`src/rtl/cdb_arbiter.sv`:
```
// Round-robin arbiter between the functional-unit completion ports and the
// common data bus: combinational ack to one done FU, registered broadcast one cycle later.

`ifndef XLEN
`define XLEN 32
`endif

module cdb_arbiter #(
  parameter  int N_FU      = 4,
  parameter  int ROB_TAG_W = 5,
  localparam int PTR_W     = $clog2(N_FU)
) (
  input  logic                      clock,
  input  logic                      reset,
  input  logic                      squash,
  input  logic [N_FU-1:0]           fu_done,
  input  logic [N_FU*`XLEN-1:0]     fu_value,
  input  logic [N_FU*ROB_TAG_W-1:0] fu_rob_tag,
  input  logic [N_FU-1:0]           fu_take_branch,
  output logic [N_FU-1:0]           ack,
  output logic                      cdb_valid,
  output logic [`XLEN-1:0]          cdb_value,
  output logic [ROB_TAG_W-1:0]      cdb_rob_tag,
  output logic                      cdb_take_branch,
  output logic [15:0]               grant_count
);

  logic [`XLEN-1:0]     value_arr [N_FU];
  logic [ROB_TAG_W-1:0] tag_arr   [N_FU];

  for (genvar g = 0; g < N_FU; g++) begin : g_unpack
    assign value_arr[g] = fu_value[g*`XLEN +: `XLEN];
    assign tag_arr[g]   = fu_rob_tag[g*ROB_TAG_W +: ROB_TAG_W];
  end

  logic [PTR_W-1:0] rr_ptr;
  logic [PTR_W-1:0] grant_idx;
  logic [PTR_W-1:0] next_ptr;
  logic [PTR_W-1:0] scan_idx;
  logic             grant_valid;
  int               scan;

  // Scan from rr_ptr upward with wrap; the first done FU wins.
  always_comb begin
    // NOTE: every output of this block gets a default before any branch, so no latch is inferred.
    ack         = '0;
    grant_valid = 1'b0;
    grant_idx   = '0;
    scan        = 0;
    scan_idx    = '0;
    if (!reset && !squash) begin
      for (int k = 0; k < N_FU; k++) begin
        scan = int'(rr_ptr) + k;
        if (scan >= N_FU) scan = scan - N_FU;
        scan_idx = PTR_W'(scan);
        if (!grant_valid && fu_done[scan_idx]) begin
          grant_valid = 1'b1;
          grant_idx   = scan_idx;
        end
      end
    end
    if (grant_valid) ack[grant_idx] = 1'b1;
  end

  assign next_ptr = (grant_idx == PTR_W'(N_FU - 1)) ? '0 : grant_idx + 1'b1;

  always_ff @(posedge clock or posedge reset) begin
    if (reset) begin
      cdb_valid       <= 1'b0;
      cdb_value       <= '0;
      cdb_rob_tag     <= '0;
      cdb_take_branch <= 1'b0;
      grant_count     <= '0;
      rr_ptr          <= '0;
    end else begin
      // NOTE: state registers use non-blocking assignments so every flop samples pre-edge values.
      cdb_valid <= grant_valid;
      if (grant_valid) begin
        cdb_value       <= value_arr[grant_idx];
        cdb_rob_tag     <= tag_arr[grant_idx];
        cdb_take_branch <= fu_take_branch[grant_idx];
        rr_ptr          <= next_ptr;
        if (grant_count != 16'hFFFF) grant_count <= grant_count + 16'd1;
      end
    end
  end

endmodule

```
`config.mk`:
```
export PLATFORM = sky130hd
export DESIGN_NAME = cdb_arbiter
export DESIGN_NICKNAME = d
export VERILOG_FILES = /design/src/rtl/cdb_arbiter.sv
export SDC_FILE = /design/constraint.sdc
export NUM_CORES = 1
export LEC_CHECK = 0
export CAP_MARGIN = 10
export CORE_AREA = 2 2 99 101
export DETAILED_ROUTE_END_ITERATION = 10
export DIE_AREA = 0 0 101 103
export PLACE_DENSITY_LB_ADDON = 0.05
export SYNTH_ARGS = -nofsm -noshare
export SYNTH_HDL_FRONTEND = slang
export SYNTH_SLANG_ARGS = --single-unit
```
`constraint.sdc`:
```
create_clock -name clock -period 3.5 [get_ports clock]
set_clock_uncertainty 0.05 [all_clocks]
set_input_delay 0.875 -clock clock [delete_from_list [all_inputs] [get_ports clock]]
set_output_delay 0.875 -clock clock [all_outputs]
set_load 0.01 [all_outputs]
```
After elaboration in Yosys (flattened, before gate mapping)
Index checks and enable logic that the tools add are counted.

word-level totals
  input port bits = 159
  output and inout port bits = 59
  bits in registers = 57
  word-level logic and storage cells = 81

operators by class
  $lt $le $gt $ge = 11
  bitwise logic cells = 1
  add/subtract/negate cells = 9
  equal/unequal tests = 2
  muxes and demuxes = 41
  reductions and logical operators = 11

operators by type and width
  kind                                                                          count
  32-bit binary-select mux with 2-bit select                                    1
  32-bit two-way mux                                                            2
  2-bit two-way mux                                                             14
  16-bit by 1-bit adder with 16-bit output, second input constant               1
  16-bit inequality test, second input constant                                 1
  2-bit by 3-bit less-than comparator with 1-bit output, second input constant  5
  1-bit two-way mux                                                             14
  3-bit >= comparator, second input constant                                    4
  1-bit binary-select mux with 2-bit select                                     5
  5-bit binary-select mux with 2-bit select                                     1
  5-bit two-way mux                                                             2
  2-bit by 1-bit subtractor with 2-bit output, second input constant            4
  2-bit by 2-bit adder with 3-bit output, second input constant                 2
  1-bit logical AND                                                             5
  1-bit logical NOT                                                             5
  4-bit two-way mux                                                             1
  2-bit by 1-bit adder with 3-bit output, second input constant                 1
  2-bit by 3-bit >= comparator with 1-bit output, second input constant         1
  2-bit inverter with 3-bit output                                              1
  2-bit by 1-bit adder with 2-bit output, second input constant                 1
  1-bit demux with 2-bit select                                                 1
  2-bit == test, second input constant                                          1
  2-bit by 1-bit >= comparator with 1-bit output, second input constant         1
  2-bit AND reduction                                                           1

Longest topological paths before layout
  depth in word-level cells = 24
  depth in mapped cells = 10
  gate-level depth less buffers = 7

Worst setup path after synthesis
No wires, ideal clock.

  path type = input to output
  start = input reset
  end = output ack[0]
  data arrival time = 2.313 ns
  path slack = 0.262 ns
  required time = 2.575 ns
  cell stages on the path = 10
  buffers on the path = 4
  cell sequence = nor2_1 > nand2b_1 > buf_2 > nor4_2 > buf_4 > buf_8 > buf_8 > inv_1 > ha_1 > and2_1

between the ends
  longest elaborated chain between the ends = 8
  elaborated cells between the ends (all ways) = 10
  classes of those cells = 2 x order compare; 5 x mux; 3 x reduce/logical

RTL lines
  element                                                                                                                                        line  source
  start: declaration                                                                                                                             14    input logic reset,
  1-bit logical NOT (no line) (*)                                                                                                                --
  1-bit logical AND (*)                                                                                                                          51    if (!reset && !squash) begin
  2-bit two-way mux                                                                                                                              51
  2-bit by 3-bit less-than comparator with 1-bit output (not written as such) or 2-bit by 1-bit >= comparator with 1-bit output (tied branches)  62    if (grant_valid) ack[grant_idx] = 1'b1;
  1-bit logical AND (not written as such)                                                                                                        62
  1-bit two-way mux (not written as such)                                                                                                        62
  1-bit demux with 2-bit select                                                                                                                  62
  4-bit two-way mux (*)                                                                                                                          62
  end: declaration                                                                                                                               20    output logic [N_FU-1:0] ack,

Mark *: on every way between the ends. The rest lies on a longest branch, timed or not.

Final worst setup path
  start = input fu_done[0]
  end = output ack[3]

between the ends
  longest elaborated chain between the ends = 21
  elaborated cells between the ends (all ways) = 33
  classes of those cells = 2 x order compare; 24 x mux; 7 x reduce/logical

RTL lines
  element                                                                                                                                        line  source
  start: declaration                                                                                                                             16    input logic [N_FU-1:0] fu_done,
  1-bit binary-select mux with 2-bit select                                                                                                      56    if (!grant_valid && fu_done[scan_idx]) begin
  1-bit two-way mux (not written as such)                                                                                                        56
  1-bit two-way mux                                                                                                                              56
  1-bit two-way mux                                                                                                                              51
  1-bit logical NOT                                                                                                                              56
  1-bit logical AND                                                                                                                              56
  1-bit two-way mux                                                                                                                              56
  1-bit two-way mux                                                                                                                              51
  [... 5 more ...]                                                                                                                               --
  1-bit logical AND                                                                                                                              56
  2-bit two-way mux                                                                                                                              56
  2-bit two-way mux                                                                                                                              51
  2-bit by 3-bit less-than comparator with 1-bit output (not written as such) or 2-bit by 1-bit >= comparator with 1-bit output (tied branches)  62
  1-bit logical AND (not written as such)                                                                                                        62
  1-bit two-way mux (not written as such)                                                                                                        62
  1-bit demux with 2-bit select                                                                                                                  62
  4-bit two-way mux (*)                                                                                                                          62

Mark *: on every way between the ends. The rest lies on a longest branch, timed or not. The select of a mux whose other input is x is not followed.

==> flow_summary.ini <==
[worst_setup_path]
cpMostUsedCell = buf_4
crit_slowest_cell = nor4_1
worstPathArrival_ns = 2.48
crit_type = in2out
cp-startpoint = fu_done[0]
cp-end-kind = output port
max_stage_delay_ns = 0.35
reg2reg_from = rr_ptr[1]
crit_chain = dlygate4sd2_1 -> nor4_1 -> nand2b_2 -> nor4_4 -> buf_4 -> buf_4 -> ha_1 -> and2_1 -> clkbuf_2
cp-start-kind = primary input
crit_fanout = 3
cp.required_ns = 2.57

[synth]
syn_nets = 486
netlist_area_mm2 = 0.00340
yosysSeqAreaShare = 0.419
synth.avg_cell_area_um2 = 10.6
ys_seq_elements = 57
syn_inst = 322
synth-edff-count = 0
yosysWarnings = 0
synth.distinct_cells = 37
async_flop_share = 1.00
synthFlopType = dfrtp_1

[timing]
fin_crit_sh = 0.973
worst_slack_ns = 0.0957
clock.fmax_ghz = 0.294
rsz0062_at_grt = no
hold_viol = 0
maxSlewViolCount = 0
max_slew_margin = 0.513
setup_viol = 0
worst-slew-pin-transition_ns = 0.730
worst_hold_slack_ns = 0.436
fin_crit_ns = 3.40

[drt]
num_vias = 3449
wl_per_cell_um = 17.4
drtIter0Drc = 97
wirelength_mm = 11.6
drc = 0
ant_nets = 0
detail_route.first_pass.iterations = 4
vias_per_cell = 5.16

[grt]
grt_max_degree = 45
grt-ovfl-total = 0
track_usage = 0.215
antenna_found_initial = 0
grt_pass1_vias = 3471
grt_pass1_wl_mm = 17.5

[clocking]
cts_buffer_depth = 2
clock_sinks = 57
numCtsBuffers = 9
cts_max_level = 3
clock_latency_ns = 0.33
clockRootBuffer = clkbuf_8
cts_hold_buf = 0
cts.clk_slew.worst_paths_ns = 0.06
cts_tree = done

[power_and_ir_drop]
power.leakage_nw = 2.38
total_power_mw = 2.34
p_per_area_mw_per_mm2 = 394
combPwrFrac = 0.393
clkPwrFrac = 0.222
netSwitchingFraction = 0.306
max-vdd-ir-drop_mv = 0.284
seq_power_share = 0.386
p_switching_mw = 0.715
p_int_mw = 1.62

[min_path]
worstHoldPathType = reg2reg
worstHoldStart = cdb_value[1]

[floorplan]
initial_core_util = 0.360
rows = 36
io_pins = 218
fp.dieW_um = 101
die_h_um = 103
placeableCoreArea_mm2 = 0.00946
fp.dieArea_mm2 = 0.0104

[layout]
syn_to_final_growth_pct = 74.3
final_cell_mix = clkdlybuf4s50_1 (209), mux2i_1 (77), dfrtp_1 (57), nand2_1 (50), o221ai_1 (38)
final_cells = 668
num_antenna_cells = 0
final_layout_size_suffix_gt1_frac = 0.0903
nNetsFinal = 714
layout_commonest_cell = clkdlybuf4s50_1

[placement]
place.gp.congestion = 0.779
dp_hpwl_mm = 8.79
dp.cells = 649
portBuffers = 217
dp_slack_ns = -0.553

[job]
maxCapViolations = 0

[outcome]
status = completed
stage by stage:
step            util  instance area (um^2)  TNS [ns]
2_1_floorplan      -                  3400         0
3_3_place_gp   0.606                  5730     -1.71
3_5_place_dp   0.606                  5730     -2.17
4_1_cts        0.627                  5930         0
5_1_grt        0.627                  5930         0
6_report       0.627                  5930         0
synth_stat cells, types with 2 or more instances:
cell / n / share of area
nand2b_1: 4 / 0.0074
nand4_1: 3 / 0.0055
buf_2: 4 / 0.0059
xnor2_1: 8 / 0.021
dfrtp_1: 57 / 0.42
nor2_1: 10 / 0.011
buf_8: 2 / 0.0088
ha_1: 5 / 0.018
and4_1: 3 / 0.0077
inv_1: 5 / 0.0055
o221ai_1: 38 / 0.098
buf_4: 7 / 0.015
clkbuf_1: 8 / 0.0088
nor4bb_1: 2 / 0.0059
xor2_1: 3 / 0.0077
mux2i_1: 77 / 0.23
and3_1: 3 / 0.0055
nand2_1: 50 / 0.055
nand3_1: 3 / 0.0044
and2_1: 4 / 0.0074
a21oi_1: 3 / 0.0044
mux2_2: 4 / 0.013
nor3_1: 2 / 0.0029
o21ai_0: 2 / 0.0029
nor4_1: 3 / 0.0055
routing by layer:
layer	track usage	wire [um]	vias to the layer above
li1	-	-	1655
met1	0.253	4600	1618
met2	0.374	5730	150
met3	0.0495	927	26
met4	0.101	356	0
met5	0	0	-
flip-flops by register name (all words and copies together) (netlist names):
register,cells
cdb_rob_tag,5
cdb_valid,1
rr_ptr,2
cdb_take_branch,1
grant_count,16
cdb_value,32
repair_timing:
item,in CTS,in global routing
pin swaps,2,3
setup endpoints to repair,4,4
buffers inserted,3,1
endpoints found under the hold margin,0,0
gates resized for setup,15,7
final timing paths:
check | cells after the start | slack, ns | end
min in group asynchronous | 3 | 1.04 | cdb_value[31]
worst max register to register | 8 | 0.91 | cdb_value[17]
worst min-delay path | 2 | 0.44 | cdb_value[1]
worst min register to register | 2 | 0.44 | cdb_value[1]
worst max-delay path | 9 | 0.1 | ack[3]
max in group asynchronous | 4 | 1.70 | cdb_value[0]
worst max-delay path: cells and delay by family:
family / cells / cell delay (ns)
buf+inv: 4 / 0.67
fa+ha+maj: 1 / 0.17
simple gates: 4 / 0.76
cell type report:
cell class | instances | area (um^2)
Clock inverter | 3 | 17.5
Multi-Input combinational cell | 237 | 1860
Fill cell | 827 | 3530
Clock buffer | 12 | 145
Inverter | 6 | 22.5
Sequential cell | 57 | 1430
Tap cell | 114 | 143
Timing Repair Buffer | 239 | 2320
power by group through the flow:
stage / Sequential [mW] / Combinational, mW / Clock (mW)
after floorplan: 0.962 / 0.314 / 0
after global placement: 0.905 / 0.906 / 0
after detailed placement: 0.909 / 0.919 / 0
after CTS: 0.900 / 0.928 / 0.535
after global routing: 0.921 / 0.990 / 0.564
final: 0.901 / 0.918 / 0.518
cell families (layout without fill, tap and decap cells):
| group | count (synthesis) | count (layout) | share of synthesized area |
|---|---|---|---|
| multiplexers | 81 | 81 | 0.240 |
| AND/OR/NAND/NOR | 92 | 92 | 0.131 |
| buffers and inverters | 28 | 260 | 0.0467 |
| XOR/XNOR | 11 | 11 | 0.0283 |
| adder cells (fa/ha/maj) | 5 | 5 | 0.0184 |
| AO/OA/AOI/OAI | 48 | 48 | 0.117 |
| flip-flops | 57 | 57 | 0.419 |
No activity file was read; power rests on OpenSTA's default activity.
